`config.mk`:
```
export PLATFORM = sky130hd
export DESIGN_NAME = tx_frame_serializer
export DESIGN_NICKNAME = d
export VERILOG_FILES = /design/src/rtl/phy_tx_pkg.sv /design/src/rtl/tx_shift8.sv /design/src/rtl/tx_frame_serializer.sv
export SDC_FILE = /design/constraint.sdc
export NUM_CORES = 1
export LEC_CHECK = 0
export CORE_MARGIN = 5
export CORE_UTILIZATION = 42
export DETAILED_ROUTE_END_ITERATION = 10
export HOLD_SLACK_MARGIN = 0.15
export SLEW_MARGIN = 20
export SYNTH_ARGS = -nofsm -noshare
export SYNTH_HDL_FRONTEND = slang
export SYNTH_HIERARCHICAL = 1
export SYNTH_SLANG_ARGS = --single-unit
```
`constraint.sdc`:
```
create_clock -name clk -period 2.6 [get_ports clk]
set_clock_uncertainty 0.15 [all_clocks]
set_input_delay 0.26 -clock clk [delete_from_list [all_inputs] [get_ports clk]]
set_output_delay 0.26 -clock clk [all_outputs]
set_load 0.05 [all_outputs]
```
`src/rtl/phy_tx_pkg.sv`:
```
// Shared PHY TX definitions: frame serializer state encoding, default framing
// constants and the preamble pattern helper.
package phy_tx_pkg;

  typedef enum logic [2:0] {
    ST_IDLE     = 3'd0,
    ST_PREAMBLE = 3'd1,
    ST_SFD      = 3'd2,
    ST_LOAD     = 3'd3,
    ST_PAYLOAD  = 3'd4,
    ST_DONE     = 3'd5
  } tx_state_e;

  localparam int         DEFAULT_PREAMBLE_LEN = 16;
  localparam logic [7:0] DEFAULT_SFD_BYTE     = 8'hD5;

  // Preamble alternates 1,0,1,0,... starting with 1 at bit index 0.
  function automatic logic preamble_bit(input logic [5:0] bit_idx);
    return ~bit_idx[0];
  endfunction

endpackage

```
`src/rtl/tx_shift8.sv`:
```
// 8-bit LSB-first load/shift register with a 3-bit bit counter; reports the
// last bit of a byte and the LSB it will present after the coming edge.
module tx_shift8 (
  input  logic       clk,
  input  logic       rst,
  input  logic       load,
  input  logic       shift,
  input  logic [7:0] load_data,
  output logic       last,
  output logic       next_lsb
);

  logic [7:0] sreg_r;
  logic [2:0] cnt_r;

  // Shift register and bit counter: load restarts the byte, shift advances it.
  always_ff @(posedge clk) begin
    if (rst) begin
      sreg_r <= 8'h00;
      cnt_r  <= 3'd0;
    end else if (load) begin
      sreg_r <= load_data;
      cnt_r  <= 3'd0;
    end else if (shift) begin
      sreg_r <= {1'b0, sreg_r[7:1]};
      cnt_r  <= cnt_r + 3'd1;
    end else begin
      sreg_r <= sreg_r;
      cnt_r  <= cnt_r;
    end
  end

  assign last = (cnt_r == 3'd7);

  // Look-ahead of the bit that will sit in sreg_r[0] after this edge.
  always_comb begin
    next_lsb = sreg_r[0];
    if (load) begin
      next_lsb = load_data[0];
    end else if (shift) begin
      next_lsb = sreg_r[1];
    end else begin
      next_lsb = sreg_r[0];
    end
  end

endmodule

```
`src/rtl/tx_frame_serializer.sv`:
```
// Frame serializer: preamble, SFD and length-counted payload bytes sent
// LSB-first, one bit per cycle. All outputs come straight from registers.
module tx_frame_serializer
  import phy_tx_pkg::*;
#(
  parameter int         PREAMBLE_LEN = DEFAULT_PREAMBLE_LEN,
  parameter logic [7:0] SFD_BYTE     = DEFAULT_SFD_BYTE
) (
  input  logic       clk,
  input  logic       rst,
  input  logic       start_data_reg,
  input  logic [7:0] frame_len,
  input  logic [7:0] byte_in,
  input  logic       byte_valid,
  output logic       byte_ready,
  output logic       bit_out,
  output logic       bit_valid,
  output logic       busy,
  output logic       done
);

  localparam logic [5:0] PRE_LAST = 6'(PREAMBLE_LEN - 1);

  tx_state_e  state_r, state_next_s;
  logic       prev_start_r;
  logic       armed_r;
  logic [7:0] len_r, len_next_s;
  logic [5:0] pre_cnt_r, pre_cnt_next_s;
  logic       load_s, shift_s;
  logic [7:0] load_data_s;
  logic       last_s, next_lsb_s;
  logic       start_s;
  logic       bit_out_next_s;
  logic       byte_ready_r, bit_out_r, bit_valid_r, busy_r, done_r;

  tx_shift8 u_shift (
    .clk      (clk),
    .rst      (rst),
    .load     (load_s),
    .shift    (shift_s),
    .load_data(load_data_s),
    .last     (last_s),
    .next_lsb (next_lsb_s)
  );

  // armed_r blocks a start level already high when reset releases.
  assign start_s = start_data_reg && !prev_start_r && armed_r && (state_r == ST_IDLE);

  // Next-state, counter and shift-register control decode.
  always_comb begin
    state_next_s   = state_r;
    len_next_s     = len_r;
    pre_cnt_next_s = pre_cnt_r;
    load_s         = 1'b0;
    shift_s        = 1'b0;
    load_data_s    = SFD_BYTE;
    case (state_r)
      ST_IDLE: begin
        if (start_s) begin
          state_next_s   = ST_PREAMBLE;
          len_next_s     = frame_len;
          pre_cnt_next_s = 6'd0;
        end else begin
          state_next_s = ST_IDLE;
        end
      end
      ST_PREAMBLE: begin
        if (pre_cnt_r == PRE_LAST) begin
          state_next_s   = ST_SFD;
          pre_cnt_next_s = 6'd0;
          load_s         = 1'b1;
          load_data_s    = SFD_BYTE;
        end else begin
          pre_cnt_next_s = pre_cnt_r + 6'd1;
        end
      end
      ST_SFD: begin
        shift_s = 1'b1;
        if (last_s) begin
          state_next_s = (len_r != 8'd0) ? ST_LOAD : ST_DONE;
        end else begin
          state_next_s = ST_SFD;
        end
      end
      ST_LOAD: begin
        if (byte_valid) begin
          load_s       = 1'b1;
          load_data_s  = byte_in;
          state_next_s = ST_PAYLOAD;
        end else begin
          state_next_s = ST_LOAD;
        end
      end
      ST_PAYLOAD: begin
        shift_s = 1'b1;
        if (last_s) begin
          len_next_s   = len_r - 8'd1;
          state_next_s = (len_r != 8'd1) ? ST_LOAD : ST_DONE;
        end else begin
          state_next_s = ST_PAYLOAD;
        end
      end
      ST_DONE: begin
        state_next_s = ST_IDLE;
      end
      default: begin
        state_next_s = ST_IDLE;
      end
    endcase
  end

  // Output bit for the coming cycle, so bit_out can be registered.
  always_comb begin
    bit_out_next_s = 1'b0;
    case (state_next_s)
      ST_PREAMBLE: bit_out_next_s = preamble_bit(pre_cnt_next_s);
      ST_SFD:      bit_out_next_s = next_lsb_s;
      ST_PAYLOAD:  bit_out_next_s = next_lsb_s;
      default:     bit_out_next_s = 1'b0;
    endcase
  end

  // State, counters and start-edge history.
  always_ff @(posedge clk) begin
    if (rst) begin
      state_r      <= ST_IDLE;
      len_r        <= 8'd0;
      pre_cnt_r    <= 6'd0;
      prev_start_r <= 1'b0;
      armed_r      <= 1'b0;
    end else begin
      state_r      <= state_next_s;
      len_r        <= len_next_s;
      pre_cnt_r    <= pre_cnt_next_s;
      prev_start_r <= start_data_reg;
      armed_r      <= armed_r | ~start_data_reg;
    end
  end

  // Output registers, decoded from the next state.
  always_ff @(posedge clk) begin
    if (rst) begin
      byte_ready_r <= 1'b0;
      bit_out_r    <= 1'b0;
      bit_valid_r  <= 1'b0;
      busy_r       <= 1'b0;
      done_r       <= 1'b0;
    end else begin
      byte_ready_r <= (state_next_s == ST_LOAD);
      bit_out_r    <= bit_out_next_s;
      bit_valid_r  <= (state_next_s == ST_PREAMBLE) || (state_next_s == ST_SFD) ||
                      (state_next_s == ST_PAYLOAD);
      busy_r       <= (state_next_s != ST_IDLE);
      done_r       <= (state_next_s == ST_DONE);
    end
  end

  assign byte_ready = byte_ready_r;
  assign bit_out    = bit_out_r;
  assign bit_valid  = bit_valid_r;
  assign busy       = busy_r;
  assign done       = done_r;

endmodule

```
After elaboration in Yosys (flattened, before gate mapping)

Index checks and enable logic that the tools add are counted.

Register bits: 35
Latch bits: 0
Memory bits (writable): 0
ROM bits: 0
Input bits: 20
Output and inout port bits: 5
Word-level logic and storage cells: 75
Memories kept: 0

Add/sub/neg operators: 3
Multiply operators: 0
Div/mod/pow operators: 0
Magnitude comparators: 0
Eq/ne operators: 14
Shift-type cells: 0
Mux-type cells: 25
Bitwise gates (word level): 3
Reduce and logical (&&, ||, !) cells: 17

Operator list:

| operator                                                            | number |
|---|---|
| 8-bit two-way mux                                                   | 6 |
| 3-bit two-way mux                                                   | 6 |
| 8-bit case mux with 2 select lines                                  | 1 |
| 3-bit case mux with 5 select lines                                  | 1 |
| 3-bit by 2-bit == test with 1-bit output (second input constant)    | 4 |
| 3-bit == test (second input constant)                               | 4 |
| 6-bit two-way mux                                                   | 2 |
| 6-bit case mux with 2 select lines                                  | 1 |
| 8-bit by 1-bit != test with 1-bit output (second input constant)    | 1 |
| 8-bit nonzero test                                                  | 1 |
| 8-bit by 1-bit subtractor with 8-bit output (second input constant) | 1 |
| 6-bit by 1-bit adder with 6-bit output (second input constant)      | 1 |
| 3-bit by 1-bit == test with 1-bit output (second input constant)    | 2 |
| 6-bit by 4-bit == test with 1-bit output (second input constant)    | 1 |
| 1-bit two-way mux                                                   | 6 |
| 2-bit nonzero test                                                  | 3 |
| 2-bit OR reduction                                                  | 3 |
| 2-bit != test (second input constant)                               | 2 |
| 1-bit case mux with 2 select lines                                  | 2 |
| 3-bit by 1-bit adder with 3-bit output (second input constant)      | 1 |
| 1-bit logical AND                                                   | 3 |
| 3-bit zero test                                                     | 1 |
| 3-bit AND reduction                                                 | 1 |
| 3-bit nonzero test                                                  | 1 |
| 5 further kinds                                                     | 7 |

Logic depth before layout (Yosys ltp)

Gate-level depths: netlist (run 1).

Word-level depth: 9
Depth in mapped cells: 8
Depth with buffers taken out: 7

Modules after synthesis

Netlist (run 1), hierarchy kept.

Modules (own cells, without submodules):

| module              | times used | cells each | area each (um^2) | sequential area each (um^2) |
|---|---|---|---|---|
| tx_frame_serializer | 1          | 173        | 1486.4           | 480.5 |
| tx_shift8           | 1          | 48         | 506.7            | 220.2 |

Worst setup path before layout (run 1)

No wires, ideal clock.

Kind: flip-flop to flip-flop
Start point: register state_r[1]
End point: register bit_out_r (netlist: bit_out)
Library setup time: 0.121 ns
Arrival time: 1.747 ns
Data required time: 2.329 ns
Path slack: 0.582 ns
Stages on the path, launching flop included: 7
Buffers on the path: 0
Cells stage by stage: dfxtp_1 > or3b_4 > o31ai_1 > nor2b_1 > a21oi_1 > nor3b_1 > mux2_4

Elaborated cells on any way between the ends: 23
Classes of those cells: eq/ne: 7; mux: 11; bitwise: 1; reduce/logical: 4

RTL lines:

| what                                                                                                        | line                       | source |
|---|---|---|
| start: declaration                                                                                          | tx_frame_serializer.sv:24  | `tx_state_e state_r, state_next_s;` |
| start signal: assignment                                                                                    | tx_frame_serializer.sv:132 | `state_r <= state_next_s;` |
| 3-bit by 2-bit == test with 1-bit output / 3-bit by 1-bit == test with 1-bit output (equally long branches) | tx_frame_serializer.sv:57  | `case (state_r)` |
| 1-bit case mux with 2 select lines (*)                                                                      | tx_frame_serializer.sv:57  |  |
| named net load_s                                                                                            | tx_frame_serializer.sv:29  | `logic load_s, shift_s;` |
| 1-bit two-way mux (*)                                                                                       | tx_shift8.sv:38            | `if (load) begin` |
| named net next_lsb_s                                                                                        | tx_frame_serializer.sv:31  | `logic last_s, next_lsb_s;` |
| 1-bit case mux with 2 select lines (*)                                                                      | tx_frame_serializer.sv:115 | `case (state_next_s)` |
| end signal: assignment                                                                                      | tx_frame_serializer.sv:150 | `bit_out_r <= bit_out_next_s;` |
| end: declaration                                                                                            | tx_frame_serializer.sv:34  | `logic byte_ready_r, bit_out_r, bit_valid_r, busy_r, done_r;` |

The timed path passes the listed nets; every way through them passes the cells marked *. The select of a mux whose other input is x is not followed.
A chain may end at the register's enable or synchronous reset.

Final worst setup path (run 1)

Start point: register pre_cnt_r[0]
End point: register bit_out_r (netlist: bit_out)

Elaborated cells on any way between the ends: 16
Classes of those cells: add/sub: 1; eq/ne: 4; mux: 9; bitwise: 1; reduce/logical: 1

RTL lines:

| what                                     | line                       | source |
|---|---|---|
| start: declaration                       | tx_frame_serializer.sv:28  | `logic [5:0] pre_cnt_r, pre_cnt_next_s;` |
| start signal: assignment                 | tx_frame_serializer.sv:134 | `pre_cnt_r <= pre_cnt_next_s;` |
| 6-bit by 4-bit == test with 1-bit output | tx_frame_serializer.sv:68  | `if (pre_cnt_r == PRE_LAST) begin` |
| 1-bit two-way mux                        | tx_frame_serializer.sv:68  |  |
| 1-bit case mux with 2 select lines       | tx_frame_serializer.sv:57  |  |
| named net load_s                         | tx_frame_serializer.sv:29  |  |
| 1-bit two-way mux                        | tx_shift8.sv:38            |  |
| named net next_lsb_s                     | tx_frame_serializer.sv:31  |  |
| 1-bit case mux with 2 select lines       | tx_frame_serializer.sv:115 |  |

The timed path passes the listed nets, and every way through them passes these cells. The select of a mux whose other input is x is not followed.

==> flow_metrics.py, run 1 <==
metrics = {
    "finish": {
        "fin_util_pct": 51.8,
        "multi_input_area_um2": 1170,
        "register_area_um2": 701,
        "area_growth_pct": 21.1,
        "final_common_cell": "dfxtp_1",
        "drive_above_1_share_pct": 15.4,
        "diodes": 0,
        "final_nets": 278,
        "fill_cells": 454,
        "layout_common_cells": "dfxtp_1, clkdlybuf4s50_1, nor2_1",
    },
    "sta": {
        "maxSlewHeadroom_pct": 62.3,
        "grt_setup_unrepaired": "false",
        "fmax_mhz": 455,
        "hold_viol": 0,
        "tns_ns": 0,
        "finalMaxSlewViolations": 0,
        "fin_crit_ns": 2.20,
        "post-route-period-util_pct": 84.6,
        "worst_slew_pin_slew_ns": 0.561,
        "setup_violations": 0,
    },
    "synth": {
        "yosysSeqAreaShare_pct": 35.2,
        "yosys.cell_types.count": 58,
        "synth_edf_count": 0,
        "synth_top_area_cell": "dfxtp_1",
        "yosys_most_used_dff": "dfxtp_1",
        "synth_cells": 221,
        "yosys_warnings": 6,
        "synth_seq_cells": 35,
        "syn-cell-area_um2": 1990,
        "synth_area_per_cell_um2": 9.02,
        "synthArstFlopShare_pct": 0,
        "synth_area_leaders": "dfxtp_1, mux2i_1, a211oi_1",
        "synth_nets": 247,
        "synth_top_area_share_pct": 35.2,
    },
    "global_route": {
        "track_usage_pct": 14.5,
        "grt_pass1_vias": 1648,
        "global_route.overflow_total": 0,
        "antenna_found_initial": 0,
        "grt_max_degree": 19,
        "grt_pass1_wl_mm": 7.38,
    },
    "drt": {
        "drt_pass1_iterations": 4,
        "vias_per_cell": 5.44,
        "vias": 1671,
        "wirelength_mm": 4.25,
        "avgRoutedWirePerCell_um": 13.8,
        "dr.first_iter.drc_count": 81,
        "drtAntennaViolNets": 0,
        "route.detailed.drc": 0,
    },
    "flow_run": {
        "cap_violations": 0,
    },
    "placed_design": {
        "gp_congestion": 0.777,
        "hpwl_mm": 3.16,
        "io_buffers": 24,
    },
    "worst_setup_path": {
        "arrival_ns": 2.28,
        "endpoint_kind": "register",
        "cp_max_fo": 12,
        "crit_type": "register to register",
        "worstPathRequired_ns": 2.68,
        "start_kind": "register",
    },
    "clock_network": {
        "postCtsSetupBuffers": 0,
        "cts_buffers": 5,
        "cts_buffer_depth": 2,
        "clock-sinks": 35,
        "h-tree-depth": 2,
        "ctsResizeCount": 0,
        "clkLatencyLatePin_ns": 0.28,
        "tritoncts": "built",
        "cts-hold-fix-buffers": 0,
        "cts.clk_slew.worst_paths_ns": 0.07,
        "root_buffer": "clkbuf_8",
    },
    "floorplan": {
        "io_pins": 25,
        "die-width_um": 78.9,
        "core_area_um2": 4660,
        "die_h_um": 78.9,
        "initial_core_util_pct": 42.8,
        "num_rows": 25,
        "dieArea_um2": 6220,
    },
    "min_path": {
        "hp-class": "register to register",
    },
    "pwr": {
        "powerDensity_nw_per_um2": 498,
        "ir_drop_mv": 0.289,
        "p_leak_nw": 0.859,
    },
    "status": {
        "outcome": "completed",
    },
}
-- metal layers --
| layer | GRT usage, % | share of wire (%) | vias to the layer above |
|---|---|---|---|
| met2 | 23.2 | 44 | 30 |
| met3 | 3.97 | 5.0 | 5 |
| met5 | 0 | 0 | - |
| li1 | - | - | 873 |
| met4 | 3.26 | 0.89 | 0 |
| met1 | 19.7 | 51 | 763 |
-- cells by family (layout without fill, tap and decap cells) --
family	Yosys count	after routing	synth area share, %
AND/OR/NAND/NOR	86	86	27.5
adder cells (fa/ha/maj)	6	6	3.77
XOR/XNOR	2	2	0.879
multiplexers	12	12	6.53
flip-flops	35	35	35.2
buffers and inverters	21	53	6.28
AO/OA/AOI/OAI	59	59	19.9
-- through the flow --
stage / std cells / cell area (um^2) / setup slack, ns / hold slack, ns / power, mW
floorplan: 221 / 1990 / 0.582 / 0.183 / 0.653
global placement: 299 / 2300 / 0.403 / 0.309 / 0.709
detailed placement: 299 / 2300 / 0.397 / 0.309 / 0.709
CTS: 307 / 2410 / 0.388 / 0.321 / 1.22
global route: 307 / 2410 / 0.125 / 0.366 / 1.26
finish: 307 / 2410 / 0.400 / 0.315 / 1.20
-- path summary, 6_finish.rpt --
path / startpoint / to / slack [ns] / cells after the start
max reg2reg: pre_cnt_r[0]$_SDFF_PP0_ / bit_out$_SDFF_PP0_ / 0.40 / 8
min: armed_r$_SDFF_PP0_ / armed_r$_SDFF_PP0_ / 0.32 / 2
max: pre_cnt_r[0]$_SDFF_PP0_ / bit_out$_SDFF_PP0_ / 0.40 / 8
min reg2reg: armed_r$_SDFF_PP0_ / armed_r$_SDFF_PP0_ / 0.32 / 2
-- power by group --
group          internal (mW)  switching, mW
clock network          0.310          0.196
logic                 0.0699         0.0709
registers              0.548        0.00892
-- critical path: stages, from the launching register on --
cell and delay [ns]:
dfxtp_1 0.39, ha_1 0.26, nand4b_1 0.19, o31ai_1 0.31, buf_4 0.22, inv_1 0.14, a21oi_1 0.14, nor3b_1 0.18
mux2_4 0.16
-- final cells by class --
| class | count | area share, % |
|---|---|---|
| inverter | 10 | 1.56 |
| multi-input combinational | 165 | 48.4 |
| timing repair buffer | 35 | 13.4 |
| clock inverter | 2 | 1.45 |
| tap | 54 | 2.80 |
| sequential | 35 | 29.0 |
| clock buffer | 6 | 3.42 |
-- cell usage after synthesis (2+ instances only) --
cell / count
buf_6: 3
or2_2: 5
and2_0: 3
nand2_1: 2
nand2b_1: 4
nor3_1: 9
nand3_1: 4
nor3b_1: 7
a21oi_2: 2
a31oi_1: 2
mux2i_1: 10
nor2b_1: 9
o31ai_1: 2
dfxtp_1: 35
xnor2_1: 2
clkbuf_8: 2
ha_1: 6
buf_2: 3
inv_1: 10
clkbuf_1: 3
nand3b_1: 2
o21ai_0: 11
a21oi_1: 16
nor2_1: 20
a211oi_1: 11
a32oi_1: 2
or3b_1: 2
mux2_4: 2
nand4_1: 2
a22oi_1: 2
-- sequential cells by signal, indices dropped and copies added, names as in the netlist --
name and count:
bit_valid 1, pre_cnt_r 6, u_shift/cnt_r 3, state_r 3
armed_r 1, byte_ready 1, len_r 8, done 1
busy 1, bit_out 1, u_shift/sreg_r 8, prev_start_r 1
Power figures use the tool's default switching activity.
==> run 2: changes to the inputs <==
==> constraint.sdc (replaced) <==
create_clock -name clk -period 2.2 [get_ports clk]
set_clock_uncertainty 0.15 [all_clocks]
set_input_delay 0.22 -clock clk [delete_from_list [all_inputs] [get_ports clk]]
set_output_delay 0.22 -clock clk [all_outputs]
set_load 0.05 [all_outputs]
==> run 2 against run 1 <==
Against the previous run: worst setup slack lost 0.29 ns; sequential power grew 18%; count of clock-buffer cells in the layout grew 1; core utilization grew 0.99 points; register-to-register slack lost 0.29 ns; first-iteration DRC count shrank 57%; sequential share of layout area shrank 0.55 points; critical path type unchanged; combinational power grew 23%; die area is the same; largest power group unchanged; global-route usage grew 0.078 points; largest cell class unchanged; sequential cell count is the same; total power grew 6.8%.
==> flow_metrics.py, run 2 (synthesis gave the netlist of run 1 again) <==
metrics = {
    "status": {
        "outcome": "completed",
    },
    "floorplan": {
        "dieArea_um2": 6220,
        "die-width_um": 78.9,
        "num_rows": 25,
        "io_pins": 25,
        "die_h_um": 78.9,
        "initial_core_util_pct": 42.8,
        "core_area_um2": 4660,
    },
    "placed_design": {
        "io_buffers": 24,
        "gp_congestion": 0.837,
        "postPlaceCellArea_um2": 2350,
        "hpwl_mm": 3.26,
    },
    "drt": {
        "drt_pass1_iterations": 5,
        "avgRoutedWirePerCell_um": 14.0,
        "drtAntennaViolNets": 0,
        "wirelength_mm": 4.41,
        "dr.first_iter.drc_count": 35,
        "vias_per_cell": 5.40,
        "vias": 1695,
        "route.detailed.drc": 0,
    },
    "sta": {
        "worst_slew_pin_slew_ns": 0.524,
        "fmax_mhz": 479,
        "fin_crit_ns": 2.09,
        "maxSlewHeadroom_pct": 65.0,
        "setup_violations": 0,
        "hold_viol": 0,
        "finalMaxSlewViolations": 0,
        "post-route-period-util_pct": 94.9,
    },
    "global_route": {
        "global_route.overflow_total": 0,
        "antenna_found_initial": 0,
        "grt_pass1_vias": 1587,
        "grt_pass1_wl_mm": 7.29,
        "grt_max_degree": 16,
        "grtUsageMet3_pct": 3.97,
        "grt.busiest_layer": "met2",
        "track_usage_pct": 14.6,
        "grt_use_met1_pct": 19.3,
        "use_met2_pct": 23.3,
    },
    "clock_network": {
        "clkLatencyLatePin_ns": 0.29,
        "tritoncts": "built",
        "cts-hold-fix-buffers": 0,
        "cts_buffers": 5,
        "cts.clk_slew.worst_paths_ns": 0.07,
        "h-tree-depth": 2,
        "root_buffer": "clkbuf_8",
        "clock-sinks": 35,
        "cts_buffer_depth": 2,
    },
    "pwr": {
        "power_mw": 1.28,
        "ir_drop_mv": 0.336,
        "powerDensity_nw_per_um2": 522,
        "p_leak_nw": 0.875,
    },
    "worst_setup_path": {
        "crit_type": "register to register",
        "start_kind": "register",
        "worstPathRequired_ns": 2.23,
        "arrival_ns": 2.12,
        "endpoint_kind": "register",
        "cp_max_fo": 6,
    },
    "flow_run": {
        "cap_violations": 0,
    },
    "finish": {
        "final_nets": 285,
        "largestRegisters": "len_r: 8 flops, u_shift/sreg_r: 8 flops, pre_cnt_r: 6 flops",
        "final_common_cell": "dfxtp_1",
        "multi_input_area_um2": 1180,
        "final_area_um2": 2460,
        "area_growth_pct": 23.4,
        "diodes": 0,
        "fill_cells": 454,
        "drive_above_1_share_pct": 18.5,
        "layout_common_cells": "dfxtp_1, clkdlybuf4s50_1, nor2_1",
        "register_area_um2": 701,
    },
    "min_path": {
        "hp-class": "register to register",
    },
}
## run 2: cell count changes in the layout (fill, tap and decap cells not counted), sizes merged
cell,delta
bufinv,-1
clkbuf,+1
buf,+7
## run 2: final timing paths
| check | from | endpoint | slack, ns | depth (start not counted) |
|---|---|---|---|---|
| setup / recovery | state_r[0]$_SDFF_PP0_ | bit_out$_SDFF_PP0_ | 0.11 | 6 |
| hold / removal | armed_r$_SDFF_PP0_ | armed_r$_SDFF_PP0_ | 0.32 | 2 |
| setup reg to reg | state_r[0]$_SDFF_PP0_ | bit_out$_SDFF_PP0_ | 0.11 | 6 |
| hold reg to reg | armed_r$_SDFF_PP0_ | armed_r$_SDFF_PP0_ | 0.32 | 2 |
## run 2: where the power goes
part           internal (mW)  leakage (nW)  switching, mW
clock network          0.222        0.0422          0.230
logic                 0.0888         0.549         0.0843
registers              0.648         0.284         0.0117
## run 2: through the flow
stage	worst slack [ns]	instances	hold WS [ns]	TNS (ns)	util [%]
2_1_floorplan	0.182	221	0.143	0	-
3_3_place_gp	0.142	305	0.307	0	50.5
3_5_place_dp	0.105	305	0.307	0	50.5
4_1_cts	0.0957	313	0.318	0	52.2
5_1_grt	-0.0536	314	0.348	-0.0573	52.8
6_report	0.111	314	0.320	0	52.8
## run 2: critical path, stage by stage, from the launching register on
cell     delay [ns]
dfxtp_1        0.41
or3b_4         0.45
o31ai_2        0.27
nor2b_1        0.24
a21oi_1        0.06
nor3b_2        0.16
mux2_4         0.25
## run 2: timing repair
action                                 4_1_cts  5_1_grt
buffers inserted                             0        1
endpoints found under the hold margin        0        0
setup endpoints to repair                    0        7
gates resized for setup                      0        4
## run 2: layout make-up
type / count / share of cell area [%]
Multi-Input combinational cell: 165 / 48.2
Clock buffer: 7 / 3.10
Inverter: 10 / 1.53
Timing Repair Buffer: 42 / 15.8
Tap cell: 54 / 2.75
Clock inverter: 1 / 0.203
Sequential cell: 35 / 28.5
## run 2: layer usage
layer	share of wire, %	wire length (um)
met3	4.4	195
met1	50	2180
met5	0	0
met2	45	1970
met4	1.3	59
